### src/rtl/enemy_gunner.sv
// enemy_gunner: the enemy aims at the player, fires one bullet at a time and tracks player health/lives.
// Latency: one state update per frame_clk edge; bullet moves BULLET_SPEED pixels per frame.
// Backpressure: none; the block free-runs every frame. Optional ENEMY_GUNNER_INVULN_EN adds a post-hit invulnerability window.
module enemy_gunner #(
  parameter int MAX_X           = 640,
  parameter int MAX_Y           = 480,
  parameter int BULLET_WIDTH    = 4,
  parameter int BULLET_HEIGHT   = 2,
  parameter int BULLET_SPEED    = 6,
  parameter int MUZZLE_DY       = 6,
  parameter int AIM_FRAMES      = 8,
  parameter int COOLDOWN_FRAMES = 30,
  parameter int MAX_HEALTH      = 10,
  parameter int MAX_LIVES       = 3
`ifdef ENEMY_GUNNER_INVULN_EN
  ,
  parameter int INVULN_FRAMES   = 60
`endif
) (
  input  logic       frame_clk,
  input  logic       Reset,
  input  logic       new_level,
  input  logic [9:0] EnemyX,
  input  logic [9:0] EnemyY,
  input  logic [9:0] EnemyW,
  input  logic [9:0] EnemyH,
  input  logic [9:0] EnemyLives,
  input  logic [9:0] PlayerX,
  input  logic [9:0] PlayerY,
  input  logic [9:0] PlayerW,
  input  logic [9:0] PlayerH,
  output logic [9:0] BulletX,
  output logic [9:0] BulletY,
  output logic [9:0] BulletW,
  output logic [9:0] BulletH,
  output logic [9:0] PlayerHealth,
  output logic [9:0] PlayerLives,
  output logic       GameOver,
  output logic       Firing
`ifdef ENEMY_GUNNER_INVULN_EN
  ,
  output logic       PlayerInvuln
`endif
);

  typedef enum logic [2:0] {S_IDLE, S_AIM, S_FLIGHT, S_COOL, S_DEAD} state_t;

  state_t             r_state, w_state_nxt;
  logic signed [31:0] r_cnt, r_bx, r_by, r_health, r_lives;
  logic signed [31:0] w_cnt_nxt, w_bx_nxt, w_by_nxt, w_health_nxt, w_lives_nxt;
  logic               r_left, w_left_nxt;
  logic               w_dmg;
  logic               w_invuln;

  // All geometry is done in signed 32-bit so the left-edge test never wraps.
  logic signed [31:0] w_ex, w_ey, w_ew, w_px, w_py, w_pw, w_ph;
  logic signed [31:0] w_muzzle_y, w_step_x, w_lead_x;
  logic               w_aligned, w_aim_left, w_at_edge, w_hit;

  assign w_ex = signed'({22'd0, EnemyX});
  assign w_ey = signed'({22'd0, EnemyY});
  assign w_ew = signed'({22'd0, EnemyW});
  assign w_px = signed'({22'd0, PlayerX});
  assign w_py = signed'({22'd0, PlayerY});
  assign w_pw = signed'({22'd0, PlayerW});
  assign w_ph = signed'({22'd0, PlayerH});

  assign w_muzzle_y = w_ey + MUZZLE_DY;
  assign w_aligned  = (w_py < w_muzzle_y) && (w_muzzle_y < w_py + w_ph);
  assign w_aim_left = (w_px + w_pw / 2) < (w_ex + w_ew / 2);

  // Direction and Y are latched at spawn; only the X step uses live registers.
  assign w_at_edge = r_left ? (r_bx < BULLET_SPEED)
                            : (r_bx + BULLET_WIDTH + BULLET_SPEED >= MAX_X);
  assign w_step_x  = r_left ? (r_bx - BULLET_SPEED) : (r_bx + BULLET_SPEED);
  assign w_lead_x  = r_left ? w_step_x : (w_step_x + BULLET_WIDTH - 1);
  assign w_hit     = (w_px < w_lead_x) && (w_lead_x < w_px + w_pw) &&
                     (w_py < r_by) && (r_by < w_py + w_ph);

`ifdef ENEMY_GUNNER_INVULN_EN
  logic signed [31:0] r_inv_cnt;
  assign w_invuln     = (r_inv_cnt != 0);
  assign PlayerInvuln = w_invuln;

  // Invulnerability window: reloaded on every damaging hit, counts down regardless of gunner state.
  always_ff @(posedge frame_clk) begin
    if (!Reset || new_level) r_inv_cnt <= '0;
    else if (w_dmg)          r_inv_cnt <= INVULN_FRAMES;
    else if (r_inv_cnt != 0) r_inv_cnt <= r_inv_cnt - 1;
  end
`else
  assign w_invuln = 1'b0;
`endif

  // State and datapath registers; Reset and new_level restore the same start-of-level values.
  always_ff @(posedge frame_clk) begin
    if (!Reset || new_level) begin
      r_state  <= S_IDLE;
      r_cnt    <= '0;
      r_bx     <= MAX_X;
      r_by     <= MAX_Y;
      r_left   <= 1'b0;
      r_health <= MAX_HEALTH;
      r_lives  <= MAX_LIVES;
    end else begin
      r_state  <= w_state_nxt;
      r_cnt    <= w_cnt_nxt;
      r_bx     <= w_bx_nxt;
      r_by     <= w_by_nxt;
      r_left   <= w_left_nxt;
      r_health <= w_health_nxt;
      r_lives  <= w_lives_nxt;
    end
  end

  // Next-state logic: a dead enemy overrides everything except the DEAD state.
  always_comb begin
    w_state_nxt  = r_state;
    w_cnt_nxt    = r_cnt;
    w_bx_nxt     = r_bx;
    w_by_nxt     = r_by;
    w_left_nxt   = r_left;
    w_health_nxt = r_health;
    w_lives_nxt  = r_lives;
    w_dmg        = 1'b0;
    if (r_state != S_DEAD && EnemyLives == 10'd0) begin
      w_state_nxt = S_IDLE;
      w_cnt_nxt   = '0;
      w_bx_nxt    = MAX_X;
      w_by_nxt    = MAX_Y;
    end else begin
      case (r_state)
        S_IDLE: begin
          w_bx_nxt = MAX_X;
          w_by_nxt = MAX_Y;
          if (w_aligned) begin
            w_state_nxt = S_AIM;
            w_cnt_nxt   = '0;
          end
        end
        S_AIM: begin
          if (!w_aligned) begin
            w_state_nxt = S_IDLE;
            w_cnt_nxt   = '0;
          end else if (r_cnt == AIM_FRAMES - 1) begin
            w_state_nxt = S_FLIGHT;
            w_cnt_nxt   = '0;
            w_left_nxt  = w_aim_left;
            w_bx_nxt    = w_aim_left ? (w_ex - BULLET_WIDTH) : (w_ex + w_ew);
            w_by_nxt    = w_muzzle_y;
          end else begin
            w_cnt_nxt = r_cnt + 1;
          end
        end
        S_FLIGHT: begin
          if (w_at_edge || w_hit) begin
            w_bx_nxt    = MAX_X;
            w_by_nxt    = MAX_Y;
            w_state_nxt = S_COOL;
            w_cnt_nxt   = '0;
            if (!w_at_edge && !w_invuln) begin
              w_dmg = 1'b1;
              if (r_health == 1) begin
                w_health_nxt = MAX_HEALTH;
                w_lives_nxt  = r_lives - 1;
                if (r_lives == 1) w_state_nxt = S_DEAD;
              end else begin
                w_health_nxt = r_health - 1;
              end
            end
          end else begin
            w_bx_nxt = w_step_x;
          end
        end
        S_COOL: begin
          w_bx_nxt = MAX_X;
          w_by_nxt = MAX_Y;
          if (r_cnt == COOLDOWN_FRAMES - 1) begin
            w_state_nxt = S_IDLE;
            w_cnt_nxt   = '0;
          end else begin
            w_cnt_nxt = r_cnt + 1;
          end
        end
        default: begin
          w_bx_nxt = MAX_X;
          w_by_nxt = MAX_Y;
        end
      endcase
    end
  end

  // State-decoded status flags.
  always_comb begin
    GameOver = (r_state == S_DEAD);
    Firing   = (r_state == S_FLIGHT);
  end

  assign BulletX      = r_bx[9:0];
  assign BulletY      = r_by[9:0];
  assign BulletW      = 10'(BULLET_WIDTH);
  assign BulletH      = 10'(BULLET_HEIGHT);
  assign PlayerHealth = r_health[9:0];
  assign PlayerLives  = r_lives[9:0];

  logic w_unused;
  assign w_unused = ^{r_bx[31:10], r_by[31:10], r_health[31:10], r_lives[31:10], EnemyH};

endmodule

### config.mk
export PLATFORM = sky130hd
export DESIGN_NAME = enemy_gunner
export DESIGN_NICKNAME = d
export VERILOG_FILES = /design/src/rtl/enemy_gunner.sv
export SDC_FILE = /design/constraint.sdc
export NUM_CORES = 1
export LEC_CHECK = 0
export BUFFER_PORTS_ARGS = -buffer_cell sky130_fd_sc_hd__buf_2
export CAP_MARGIN = 20
export CORE_MARGIN = 2
export CORE_UTILIZATION = 25
export CTS_BUF_LIST = sky130_fd_sc_hd__clkbuf_16
export CTS_CLUSTER_DIAMETER = 150
export DETAILED_ROUTE_END_ITERATION = 10
export PLACE_DENSITY = 0.41
export REMOVE_ABC_BUFFERS = 1
export SLEW_MARGIN = 40
export SYNTH_ARGS = -nofsm -noshare
export SYNTH_HDL_FRONTEND = slang
export SYNTH_SLANG_ARGS = --single-unit
### constraint.sdc
create_clock -name frame_clk -period 5.6 [get_ports frame_clk]
set_input_delay 0.28 -clock frame_clk [delete_from_list [all_inputs] [get_ports frame_clk]]
set_output_delay 0.28 -clock frame_clk [all_outputs]
set_load 0.01 [all_outputs]
==> flow_metrics.env, run 1 <==
export IMPL_ant_nets=0
export IMPL_die_w_um=241
export IMPL_worst_ir_drop_vdd_mv=0.194
export IMPL_skew_ns=0.0209
export IMPL_report_final_setup_viol=0
export IMPL_floorplan_initialDensity=0.254
export IMPL_worst_path_buffer_plus_inverter_count=2
export IMPL_power_combinational_fraction=0.259
export IMPL_wl_per_cell_um=16.9
export IMPL_tritoncts="done"
export IMPL_max_freq_mhz=188
export IMPL_layout_cells_non_filler=2745
export IMPL_synth_ff_type="sky130_fd_sc_hd__dfxtp_1"
export IMPL_synth_cell_area_um2=14000
export IMPL_drt_vias_per_instance=5.09
export IMPL_global_route_overflow_total=0
export IMPL_cpMostUsedCell="sky130_fd_sc_hd__or4_4"
export IMPL_hold_ws_ns=0.113
export IMPL_relSlewSlack=0.472
export IMPL_clkPwrFrac=0.394
export IMPL_drc=0
export IMPL_clk_path_buf_depth=2
export IMPL_drv_cap=0
export IMPL_intPower_w=0.00196
export IMPL_timing_critical_path_to_type="register"
export IMPL_clk_latency_ns=0.48
export IMPL_synth_enable_flop_cells=0
export IMPL_grt_pass1_wl_mm=73.9
export IMPL_clock_input_transition_at_the_sequential_cells_of_the_worst_setup_and_hold_paths_ns=0.07
export IMPL_worst_endpoint_arrival_ns=5.72
export IMPL_final_hold_viol_count=0
export IMPL_dp_hpwl_mm=35.8
export IMPL_via_count_of_the_first_global_routing_pass=13530
export IMPL_max_slew_worst_pin_slew_ns=0.790
export IMPL_yosysUniqueCellTypes=94
export IMPL_finalNetCount=2208
export IMPL_floorplan_rows=86
export IMPL_antenna_found_initial=0
export IMPL_holdBufCountCts=0
export IMPL_synth_top_cells_by_area="sky130_fd_sc_hd__dfxtp_1 20%, sky130_fd_sc_hd__ha_1 11%, sky130_fd_sc_hd__xnor2_1 6.4%"
export IMPL_ys_seq_elements=143
export IMPL_worst_endpoint_required_ns=6.01
export IMPL_holdCritPathClass="in -> reg"
export IMPL_numPortBuffers=124
export IMPL_final_min_clock_period_ns=5.31
export IMPL_totalNegativeSetupSlack_ns=0
export IMPL_io_pins=155
export IMPL_place_gp_congestion=0.833
export IMPL_floorplan_die_area_um2=57900
export IMPL_switching_share=0.338
export IMPL_syn_area_per_cell_um2=7.65
export IMPL_crit_chain="inv_1 -> ha_4 -> or3b_1 -> buf_4 -> or4_4 -> o31ai_2 -> and3_1 -> o2111ai_1 -> or3b_1 -> o31a_1 -> a211o_1 -> or4_4 -> or4_4 -> or4_1 -> a21oi_1"
export IMPL_layout_commonest_cell="sky130_fd_sc_hd__nor2_1"
export IMPL_cts_htree_levels=4
export IMPL_tritoncts_num_buffers=17
export IMPL_area_growth_pct=19.7
export IMPL_timing_critical_path_from_type="register"
export IMPL_critical_path_max_stage_delay_ns=0.62
export IMPL_seq_area_frac_synth=0.204
export IMPL_layout_common_cells="143 x sky130_fd_sc_hd__nor2_1, 139 x sky130_fd_sc_hd__dfxtp_1, 135 x sky130_fd_sc_hd__buf_4, 125 x sky130_fd_sc_hd__ha_1"
export IMPL_syn_instance_count=1830
export IMPL_async_reset_ff_frac=0
export IMPL_drtPass1Iterations=5
export IMPL_power_density_nw_per_um2=177
export IMPL_power_total_w=0.00296
export IMPL_postRouteWirelength_mm=46.3
export IMPL_total_switching_power_w=0.00100
export IMPL_placed_cells=2708
export IMPL_coreArea_um2=55200
export IMPL_worstPathMaxFanout=8
export IMPL_clock_tree_root_cell="sky130_fd_sc_hd__clkbuf_16"
export IMPL_final_min_period_over_clock_period=0.949
export IMPL_timing_reg2reg_setup_slack_ns=0.29
export IMPL_synth_top_area_share=0.204
export IMPL_status="finished clean"
export IMPL_critical_path_class="reg -> reg"
export IMPL_synthDominantAreaCellType="sky130_fd_sc_hd__dfxtp_1"
export IMPL_cts_sinks=143
export IMPL_ys_warn_count=0
export IMPL_post_route_cells_drive_above_1_share=0.192
export IMPL_drt_initial_drc_count=893
export IMPL_die_h_um=241
export IMPL_slew_violations=0
export IMPL_path_delay_family="simple AND/OR/NAND/NOR gates"
export IMPL_share_seq_of_total_power=0.348
export IMPL_slowest_stage="sky130_fd_sc_hd__or4_4"
export IMPL_total_global_route_track_usage=0.161
export IMPL_grt_max_degree=48
export IMPL_vias=13971
export IMPL_static_leakage_power_nw=7.10
==> layout make-up <==
cell class	instances	area, µm²
Antenna cell	1	2.50
Clock inverter	15	151
Tap cell	748	936
Inverter	101	379
Fill cell	5912	38400
Sequential cell	143	2870
Clock buffer	17	425
Multi-Input combinational cell	1454	10200
Timing Repair Buffer	266	1770
==> tightest hold or removal path: stages <==
cell                      delay, ns
sky130_fd_sc_hd__buf_2         0.12
sky130_fd_sc_hd__nand3_1       0.08
sky130_fd_sc_hd__mux2i_1       0.06
==> Yosys cell counts (8+ instances only) <==
library cell and number:
sky130_fd_sc_hd__dfxtp_1 143, sky130_fd_sc_hd__a41oi_1 20, sky130_fd_sc_hd__buf_4 60, sky130_fd_sc_hd__nor2b_1 11, sky130_fd_sc_hd__o211a_1 11, sky130_fd_sc_hd__or2_2 11
sky130_fd_sc_hd__nand3b_1 8, sky130_fd_sc_hd__nand3_1 62, sky130_fd_sc_hd__o211ai_1 10, sky130_fd_sc_hd__buf_2 17, sky130_fd_sc_hd__clkbuf_1 64, sky130_fd_sc_hd__nor2_1 145
sky130_fd_sc_hd__buf_1 8, sky130_fd_sc_hd__o21ai_0 81, sky130_fd_sc_hd__o21bai_1 25, sky130_fd_sc_hd__or3_1 27, sky130_fd_sc_hd__and3_1 34, sky130_fd_sc_hd__nor3_1 60
sky130_fd_sc_hd__ha_1 127, sky130_fd_sc_hd__nand4_1 40, sky130_fd_sc_hd__a21oi_1 128, sky130_fd_sc_hd__xnor2_1 103, sky130_fd_sc_hd__o22ai_1 8, sky130_fd_sc_hd__inv_1 98
sky130_fd_sc_hd__o21a_1 17, sky130_fd_sc_hd__nand2_1 121, sky130_fd_sc_hd__nor4_1 43, sky130_fd_sc_hd__a21o_1 35, sky130_fd_sc_hd__and2_1 15, sky130_fd_sc_hd__and4_1 12
sky130_fd_sc_hd__or4_1 16, sky130_fd_sc_hd__nand2b_1 28, sky130_fd_sc_hd__a31oi_1 20, sky130_fd_sc_hd__mux2i_1 24, sky130_fd_sc_hd__xor2_1 33
==> sequential cells by signal, indices dropped and copies added, names as in the netlist <==
register	flops
r_cnt	32
r_bx	32
r_left	1
r_state	3
r_by	11
r_health	32
r_lives	32
==> metrics by stage <==
step | util | cell area (µm²) | setup slack [ns]
final | 0.304 | 16800 | 0.287
after global placement | 0.289 | 16000 | -0.286
after detailed placement | 0.289 | 16000 | -0.229
after CTS | 0.301 | 16600 | 0.0291
after floorplan | - | 13200 | -1.33
after global routing | 0.304 | 16800 | -0.0380
==> what timing repair did <==
action	CTS	global route
endpoints found under the setup margin	104	141
pin swaps	2	16
setup buffers	0	3
resized for setup	13	27
gates cloned	1	0
==> layer usage <==
| metal | GRT usage | part of all wire | vias up |
|---|---|---|---|
| li1 | - | - | 6927 |
| met1 | 0.209 | 0.46 | 6678 |
| met2 | 0.276 | 0.48 | 321 |
| met3 | 0.0252 | 0.043 | 45 |
| met4 | 0.0452 | 0.018 | 0 |
| met5 | 0 | 0 | - |
==> worst paths after layout <==
path / startpoint / end / cells past startpoint
min: EnemyY[0] / r_by[0] / 3
max reg2reg: r_bx[1] / r_lives[26] / 15
min reg2reg: r_lives[16] / r_lives[16] / 2
max: r_bx[1] / r_lives[26] / 15
==> kinds of logic after synthesis <==
logic type	Yosys count	synth area share
other	2	0.000536
AO/OA/AOI/OAI	457	0.220
XOR/XNOR	138	0.0874
AND/OR/NAND/NOR	679	0.262
adder cells (fa/ha/maj)	132	0.121
flip-flops	143	0.204
multiplexers	27	0.0196
buffers and inverters	252	0.0862
==> power groups by stage <==
stage / registers (W) / logic [W] / clock network (W)
final: 0.00103 / 0.000767 / 0.00117
after global routing: 0.00103 / 0.000867 / 0.00125
after detailed placement: 0.00105 / 0.000760 / 0
after global placement: 0.00105 / 0.000749 / 0
after floorplan: 0.00105 / 0.000457 / 0
after CTS: 0.00103 / 0.000770 / 0.00122
Note: power is estimated with default switching activity, not from simulation.
==> run 2, diff against run 1 <==
==> constraint.sdc (replaced) <==
create_clock -name frame_clk -period 4.5 [get_ports frame_clk]
set_input_delay 0.225 -clock frame_clk [delete_from_list [all_inputs] [get_ports frame_clk]]
set_output_delay 0.225 -clock frame_clk [all_outputs]
set_load 0.01 [all_outputs]
==> run 2 against run 1 <==
  * The flow now finishes with violations (setup timing)
  * Non-clock buffer count is 265 higher
  * Count of clock-buffer cells in the layout is the same
  * Final area up 18%
  * First-iteration DRC count fell by 3.0%
  * Register-to-register slack worse by 1.1 ns
  * Die area stayed put
  * Critical path depth grew 8
  * Utilization rose by 5.5 points
  * Routed wire length up 12%
  * Critical endpoint is now r_lives[14]
  * Largest cell class unchanged
  * Highest routed layer unchanged
==> flow_metrics.env, run 2 (synthesis gave the netlist of run 1 again) <==
export IMPL_wl_per_cell_um=17.2
export IMPL_coreArea_um2=55200
export IMPL_slowest_stage="sky130_fd_sc_hd__or4_4"
export IMPL_totalNegativeSetupSlack_ns=-82.71
export IMPL_critical_path_max_stage_delay_ns=0.54
export IMPL_final_min_period_over_clock_period=1.17
export IMPL_floorplan_rows=86
export IMPL_tritoncts="done"
export IMPL_power_total_w=0.00400
export IMPL_timing_critical_path_to="r_lives[14]"
export IMPL_worst_endpoint_arrival_ns=5.68
export IMPL_die_h_um=241
export IMPL_via_count_of_the_first_global_routing_pass=14909
export IMPL_holdCritPathClass="in -> reg"
export IMPL_max_slew_worst_pin_slew_ns=0.901
export IMPL_post_route_cells_drive_above_1_share=0.327
export IMPL_timing_critical_path_to_type="register"
export IMPL_finalNetCount=2472
export IMPL_grt_pass1_wl_mm=81.1
export IMPL_status="finished with violations"
export IMPL_antenna_found_initial=1
export IMPL_clock_input_transition_at_the_sequential_cells_of_the_worst_setup_and_hold_paths_ns=0.07
export IMPL_multiInputGateArea_um2=10800
export IMPL_drtPass1Iterations=6
export IMPL_worst_ir_drop_vdd_mv=0.262
export IMPL_worst_endpoint_required_ns=4.90
export IMPL_static_leakage_power_nw=8.62
export IMPL_power_density_nw_per_um2=202
export IMPL_worst_setup_path_startpoint="r_bx[2]"
export IMPL_postRouteWirelength_mm=51.7
export IMPL_crit_chain="buf_6 -> a211o_1 -> o32a_1 -> or2_1 -> o22a_1 -> buf_6 -> buf_6 -> nor2_4 -> xor2_2 -> buf_4 -> inv_2 -> ha_4 -> nor4_4 -> a21oi_2 -> nor4b_4 -> or4_1 -> nor4b_2 -> buf_4 -> nand3_4 -> or4_4 -> buf_12 -> or3_4 -> a21oi_2"
export IMPL_worst_path_buffer_plus_inverter_count=7
export IMPL_worstPathMaxFanout=6
export IMPL_critical_path_class="reg -> reg"
export IMPL_ant_nets=0
export IMPL_cts_sinks=143
export IMPL_drt_vias_per_instance=4.97
export IMPL_register_area_um2=2870
export IMPL_vias=14947
export IMPL_place_gp_congestion=0.847
export IMPL_skew_ns=0.0140
export IMPL_layout_commonest_cell="sky130_fd_sc_hd__buf_4"
export IMPL_cpMostUsedCell="sky130_fd_sc_hd__buf_6"
export IMPL_clock_tree_root_cell="sky130_fd_sc_hd__clkbuf_16"
export IMPL_max_freq_mhz=190
export IMPL_slew_violations=0
export IMPL_dp_worst_setup_slack_ns=-1.24
export IMPL_clk_path_buf_depth=2
export IMPL_hold_ws_ns=0.0693
export IMPL_timing_reg2reg_setup_slack_ns=-0.77
export IMPL_total_global_route_track_usage=0.178
export IMPL_floorplan_die_area_um2=57900
export IMPL_rr_startpoint="r_bx[2]"
export IMPL_drt_initial_drc_count=866
export IMPL_dp_hpwl_mm=39.0
export IMPL_clk_latency_ns=0.47
export IMPL_path_depth=23
export IMPL_ff2ff_path_depth=23
export IMPL_fill_cells=5755
export IMPL_io_pins=155
export IMPL_finish_utilization=0.358
export IMPL_layout_common_cells="357 x sky130_fd_sc_hd__buf_4, 140 x sky130_fd_sc_hd__nor2_1, 138 x sky130_fd_sc_hd__dfxtp_1, 124 x sky130_fd_sc_hd__buf_2, 122 x sky130_fd_sc_hd__ha_1"
export IMPL_tritoncts_num_buffers=17
export IMPL_drc=0
export IMPL_path_delay_family="simple AND/OR/NAND/NOR gates"
export IMPL_final_min_clock_period_ns=5.27
export IMPL_die_w_um=241
export IMPL_post_layout_worst_setup_margin_ns=-0.773
export IMPL_failed_checks="setup timing"
export IMPL_report_final_setup_viol=142
export IMPL_drv_cap=0
export IMPL_grt_setup_unrepaired="yes"
export IMPL_area_growth_pct=41.3
export IMPL_cts_htree_levels=4
export IMPL_rr_endpoint="r_lives[14]"
export IMPL_grt_max_degree=48
export IMPL_timing_critical_path_from_type="register"
export IMPL_global_route_overflow_total=0
export IMPL_numPortBuffers=124
export IMPL_final_hold_viol_count=0
export IMPL_relSlewSlack=0.398
export IMPL_floorplan_initialDensity=0.254
export IMPL_holdBufCountCts=0
-- run 2: area by class of cell --
cell class,count,area share
multi-input combinational,1453,0.548
timing repair buffer,531,0.210
sequential,143,0.145
tap,748,0.0473
clock buffer,17,0.0215
inverter,101,0.0193
clock inverter,15,0.00803
antenna,2,0.000253
-- run 2: how the worst min path moves through the flow --
stage,startpoint,endpoint,slack (ns),cells past startpoint
3_5_place_dp,r_lives[16],r_lives[16],0.47,2
3_3_place_gp,r_lives[16],r_lives[16],0.46,2
4_1_cts,EnemyY[0],r_by[0],0.03,3
6_report,EnemyY[0],r_by[0],0.07,3
5_1_grt,EnemyY[0],r_by[0],0.05,3
2_1_floorplan,EnemyY[0],r_by[0],0.38,2
-- run 2: repair_timing --
| action | in CTS | in global routing |
|---|---|---|
| gates resized for setup | 82 | 137 |
| cloned | 11 | 2 |
| pin swaps | 47 | 49 |
| endpoints found under the setup margin | 142 | 142 |
| hold endpoints to repair | 0 | 0 |
| buffers inserted | 34 | 17 |
-- run 2: report_power, final --
group          total (W)  leakage, nW  switching (W)  internal, W
combinational    0.00123         7.19       0.000660     0.000573
clock            0.00148        0.278       0.000659     0.000822
sequential       0.00128         1.15      0.0000123      0.00127
total            0.00400         8.62        0.00133      0.00266
-- run 2: worst reg2reg max path: cells and delay by family (launching register included) --
kind | cells | cell delay [ns]
AND/OR/NAND/NOR | 9 | 2.53
AO/OA/AOI/OAI | 5 | 1.12
buffers and inverters | 7 | 0.93
flip-flops | 1 | 0.34
XOR/XNOR | 1 | 0.17
adder cells (fa/ha/maj) | 1 | 0.16
-- run 2: per-layer routing --
layer	share of wire	GRT usage
met4	0.022	0.0551
met2	0.48	0.302
met1	0.46	0.228
met5	0	0
met3	0.040	0.0325
-- run 2: stage by stage --
stage	instance area (µm²)	std cells
2_1_floorplan	13200	1697
3_3_place_gp	17600	2918
5_1_grt	19800	3009
6_report	19800	3010
3_5_place_dp	17600	2918
4_1_cts	19100	2994
==> run 3, diff against run 2 <==
--- a/config.mk
+++ b/config.mk
@@ -5,6 +5,7 @@
 export SDC_FILE = /design/constraint.sdc
 export NUM_CORES = 1
 export LEC_CHECK = 0
+export ABC_AREA = 1
 export BUFFER_PORTS_ARGS = -buffer_cell sky130_fd_sc_hd__buf_2
 export CAP_MARGIN = 20
 export CORE_MARGIN = 2
@@ -12,7 +13,7 @@
 export CTS_BUF_LIST = sky130_fd_sc_hd__clkbuf_16
 export CTS_CLUSTER_DIAMETER = 150
 export DETAILED_ROUTE_END_ITERATION = 10
-export PLACE_DENSITY = 0.41
+export PLACE_DENSITY_LB_ADDON = 0.1
 export REMOVE_ABC_BUFFERS = 1
 export SLEW_MARGIN = 40
 export SYNTH_ARGS = -nofsm -noshare
==> run 3 against run 2 <==
  * The flow now finishes without violations
  * Final area fell by 3.4%
  * Non-clock buffer count fell by 267
  * Largest power group unchanged
  * Register-to-register slack improved by 0.99 ns
  * Critical path depth rose by 5
  * Combinational power rose by 8%
  * Highest routed layer unchanged
==> flow_metrics.env, run 3 <==
export IMPL_layout_commonest_cell="sky130_fd_sc_hd__nand2_1"
export IMPL_holdCritPathClass="in -> reg"
export IMPL_worst_setup_path_startpoint="r_bx[1]"
export IMPL_layout_cells_non_filler=3731
export IMPL_via_count_of_the_first_global_routing_pass=16699
export IMPL_syn_instance_count=2702
export IMPL_report_final_setup_viol=0
export IMPL_syn_area_per_cell_um2=5.97
export IMPL_wl_per_cell_um=15.6
export IMPL_path_depth=28
export IMPL_synthDominantAreaCellType="sky130_fd_sc_hd__dfxtp_1"
export IMPL_die_h_um=258
export IMPL_worst_endpoint_arrival_ns=4.63
export IMPL_die_w_um=258
export IMPL_finalNetCount=3088
export IMPL_synth_enable_flop_cells=0
export IMPL_tritoncts_num_buffers=17
export IMPL_ff2ff_path_depth=28
export IMPL_slowest_stage="sky130_fd_sc_hd__dfxtp_2"
export IMPL_worst_ir_drop_vdd_mv=0.186
export IMPL_grt_setup_unrepaired="yes"
export IMPL_floorplan_rows=93
export IMPL_final_min_period_over_clock_period=0.952
export IMPL_drt_vias_per_instance=4.62
export IMPL_vias=17221
export IMPL_hold_ws_ns=0.136
export IMPL_grt_pass1_wl_mm=92.6
export IMPL_grt_max_degree=48
export IMPL_tritoncts="done"
export IMPL_clock_tree_root_cell="sky130_fd_sc_hd__clkbuf_16"
export IMPL_ant_nets=0
export IMPL_relSlewSlack=0.431
export IMPL_final_hold_viol_count=0
export IMPL_finish_utilization=0.298
export IMPL_drt_initial_drc_count=1013
export IMPL_area_growth_pct=18.5
export IMPL_synth_cell_area_um2=16100
export IMPL_worstPathMaxFanout=7
export IMPL_drc=0
export IMPL_post_route_cells_drive_above_1_share=0.157
export IMPL_rr_startpoint="r_bx[1]"
export IMPL_floorplan_die_area_um2=66500
export IMPL_dp_hpwl_mm=46.8
export IMPL_multiInputGateArea_um2=11600
export IMPL_async_reset_ff_frac=0
export IMPL_register_area_um2=2880
export IMPL_numPortBuffers=124
export IMPL_yosysUniqueCellTypes=59
export IMPL_cts_sinks=143
export IMPL_synth_top_cells_by_area="sky130_fd_sc_hd__dfxtp_1 18%, sky130_fd_sc_hd__nand2_1 16%, sky130_fd_sc_hd__ha_1 9.9%"
export IMPL_static_leakage_power_nw=8.90
export IMPL_placed_cells=3683
export IMPL_fill_cells=7205
export IMPL_io_pins=155
export IMPL_synth_most_common_cell="sky130_fd_sc_hd__nand2_1"
export IMPL_drv_cap=0
export IMPL_rr_endpoint="r_health[23]"
export IMPL_coreArea_um2=64100
export IMPL_status="finished clean"
export IMPL_path_delay_family="simple AND/OR/NAND/NOR gates"
export IMPL_clock_input_transition_at_the_sequential_cells_of_the_worst_setup_and_hold_paths_ns=0.07
export IMPL_final_min_clock_period_ns=4.28
export IMPL_ys_warn_count=0
export IMPL_critical_path_class="reg -> reg"
export IMPL_max_slew_worst_pin_slew_ns=0.850
export IMPL_cpMostUsedCell="sky130_fd_sc_hd__nand2_1"
export IMPL_layout_common_cells="650 x sky130_fd_sc_hd__nand2_1, 407 x sky130_fd_sc_hd__nor2_1, 301 x sky130_fd_sc_hd__inv_1, 180 x sky130_fd_sc_hd__a21oi_1, 177 x sky130_fd_sc_hd__nand3_1"
export IMPL_antenna_found_initial=0
export IMPL_synth_cells_most_frequent="669 x sky130_fd_sc_hd__nand2_1, 415 x sky130_fd_sc_hd__nor2_1, 306 x sky130_fd_sc_hd__inv_1"
export IMPL_floorplan_initialDensity=0.251
export IMPL_global_route_overflow_total=0
export IMPL_synth_ff_type="sky130_fd_sc_hd__dfxtp_1"
export IMPL_drtPass1Iterations=7
export IMPL_worst_endpoint_required_ns=4.85
export IMPL_max_freq_mhz=233
export IMPL_worst_path_buffer_plus_inverter_count=4
export IMPL_ys_seq_elements=143
export IMPL_clk_path_buf_depth=2
export IMPL_timing_reg2reg_setup_slack_ns=0.22
export IMPL_power_density_nw_per_um2=218
export IMPL_cts_htree_levels=4
export IMPL_clk_latency_ns=0.49
export IMPL_postRouteWirelength_mm=58.1
export IMPL_seq_area_frac_synth=0.178
export IMPL_slew_violations=0
export IMPL_timing_critical_path_to="r_health[23]"
export IMPL_timing_critical_path_from_type="register"
export IMPL_timing_critical_path_to_type="register"
export IMPL_total_global_route_track_usage=0.176
export IMPL_place_gp_congestion=0.849
export IMPL_diodes=0
export IMPL_critical_path_max_stage_delay_ns=0.35
export IMPL_holdBufCountCts=0
export IMPL_skew_ns=0.0189
export IMPL_synth_top_area_share=0.178
==> run 3: cell types whose count changed after synthesis, moves of 53 or more <==
cell and delta:
sky130_fd_sc_hd__nand4_1 +53, sky130_fd_sc_hd__inv_1 +208, sky130_fd_sc_hd__xnor2_1 -81, sky130_fd_sc_hd__nand2_1 +548
sky130_fd_sc_hd__nand3_1 +117, sky130_fd_sc_hd__nor2_1 +270, sky130_fd_sc_hd__xor2_1 +68, sky130_fd_sc_hd__a21oi_1 +56
==> run 3: worst min path at each step <==
| stage | from | to | cells after the start |
|---|---|---|---|
| floorplan | EnemyY[0] | r_by[0] | 2 |
| global placement | r_cnt[2] | r_cnt[2] | 2 |
| detailed placement | r_cnt[2] | r_cnt[2] | 2 |
| CTS | EnemyY[0] | r_by[0] | 3 |
| global route | EnemyY[0] | r_by[0] | 3 |
| finish | EnemyY[0] | r_by[0] | 3 |
==> run 3: worst register-to-register path: cells and delay by family (launching register included) <==
kind	cells	cell delay [ns]
flops	1	0.35
buf+inv	4	0.56
xor+xnor	2	0.37
compound gates	5	0.69
fa+ha+maj	2	0.54
simple gates	15	1.65
==> run 3: cell families (layout without fill, tap and decap cells) <==
logic type | Yosys count | count (layout) | synth area share
compound gates | 308 | 308 | 0.105
xor+xnor | 124 | 124 | 0.0678
fa+ha+maj | 132 | 132 | 0.105
buf+inv | 465 | 621 | 0.128
flops | 143 | 143 | 0.178
other cells | 2 | 20 | 0.000466
simple gates | 1528 | 1528 | 0.416
==> run 3: final cells by class <==
cell class | count | area share
Multi-Input combinational cell | 2112 | 0.605
Clock inverter | 15 | 0.00956
Sequential cell | 143 | 0.151
Timing Repair Buffer | 264 | 0.0925
Inverter | 325 | 0.0643
Tap cell | 855 | 0.0560
Clock buffer | 17 | 0.0223
==> run 3: routing by layer <==
metal  track usage  part of all wire
met1         0.235              0.48
met2         0.295              0.47
met3        0.0327             0.035
met4        0.0400             0.014
met5             0                 0
==> run 3: what timing repair did <==
item                                    4_1_cts  5_1_grt
pin swaps                                     5       31
setup buffers                                 2       12
resized for setup                            11       86
endpoints found under the setup margin      108      142
cloned                                        0        2
==> run 3: where the power goes <==
| group | total, W | leakage, nW | internal (W) | switching (W) |
|---|---|---|---|---|
| Clock | 0.00153 | 0.284 | 0.000876 | 0.000653 |
| Combinational | 0.00133 | 7.46 | 0.000490 | 0.000845 |
| Sequential | 0.00131 | 1.16 | 0.00128 | 0.0000266 |
==> run 3: stage by stage <==
| step | total power [W] | instance area, µm² | setup slack, ns | setup TNS [ns] |
|---|---|---|---|---|
| 4_1_cts | 0.00420 | 18700 | 0.0233 | 0 |
| 3_5_place_dp | 0.00261 | 18000 | -0.117 | -6.06 |
| 5_1_grt | 0.00447 | 19100 | -0.0912 | -1.24 |
| 2_1_floorplan | 0.00210 | 15300 | -0.634 | -41.76 |
| 3_3_place_gp | 0.00260 | 18000 | -0.102 | -5.14 |
| 6_report | 0.00417 | 19100 | 0.215 | 0 |
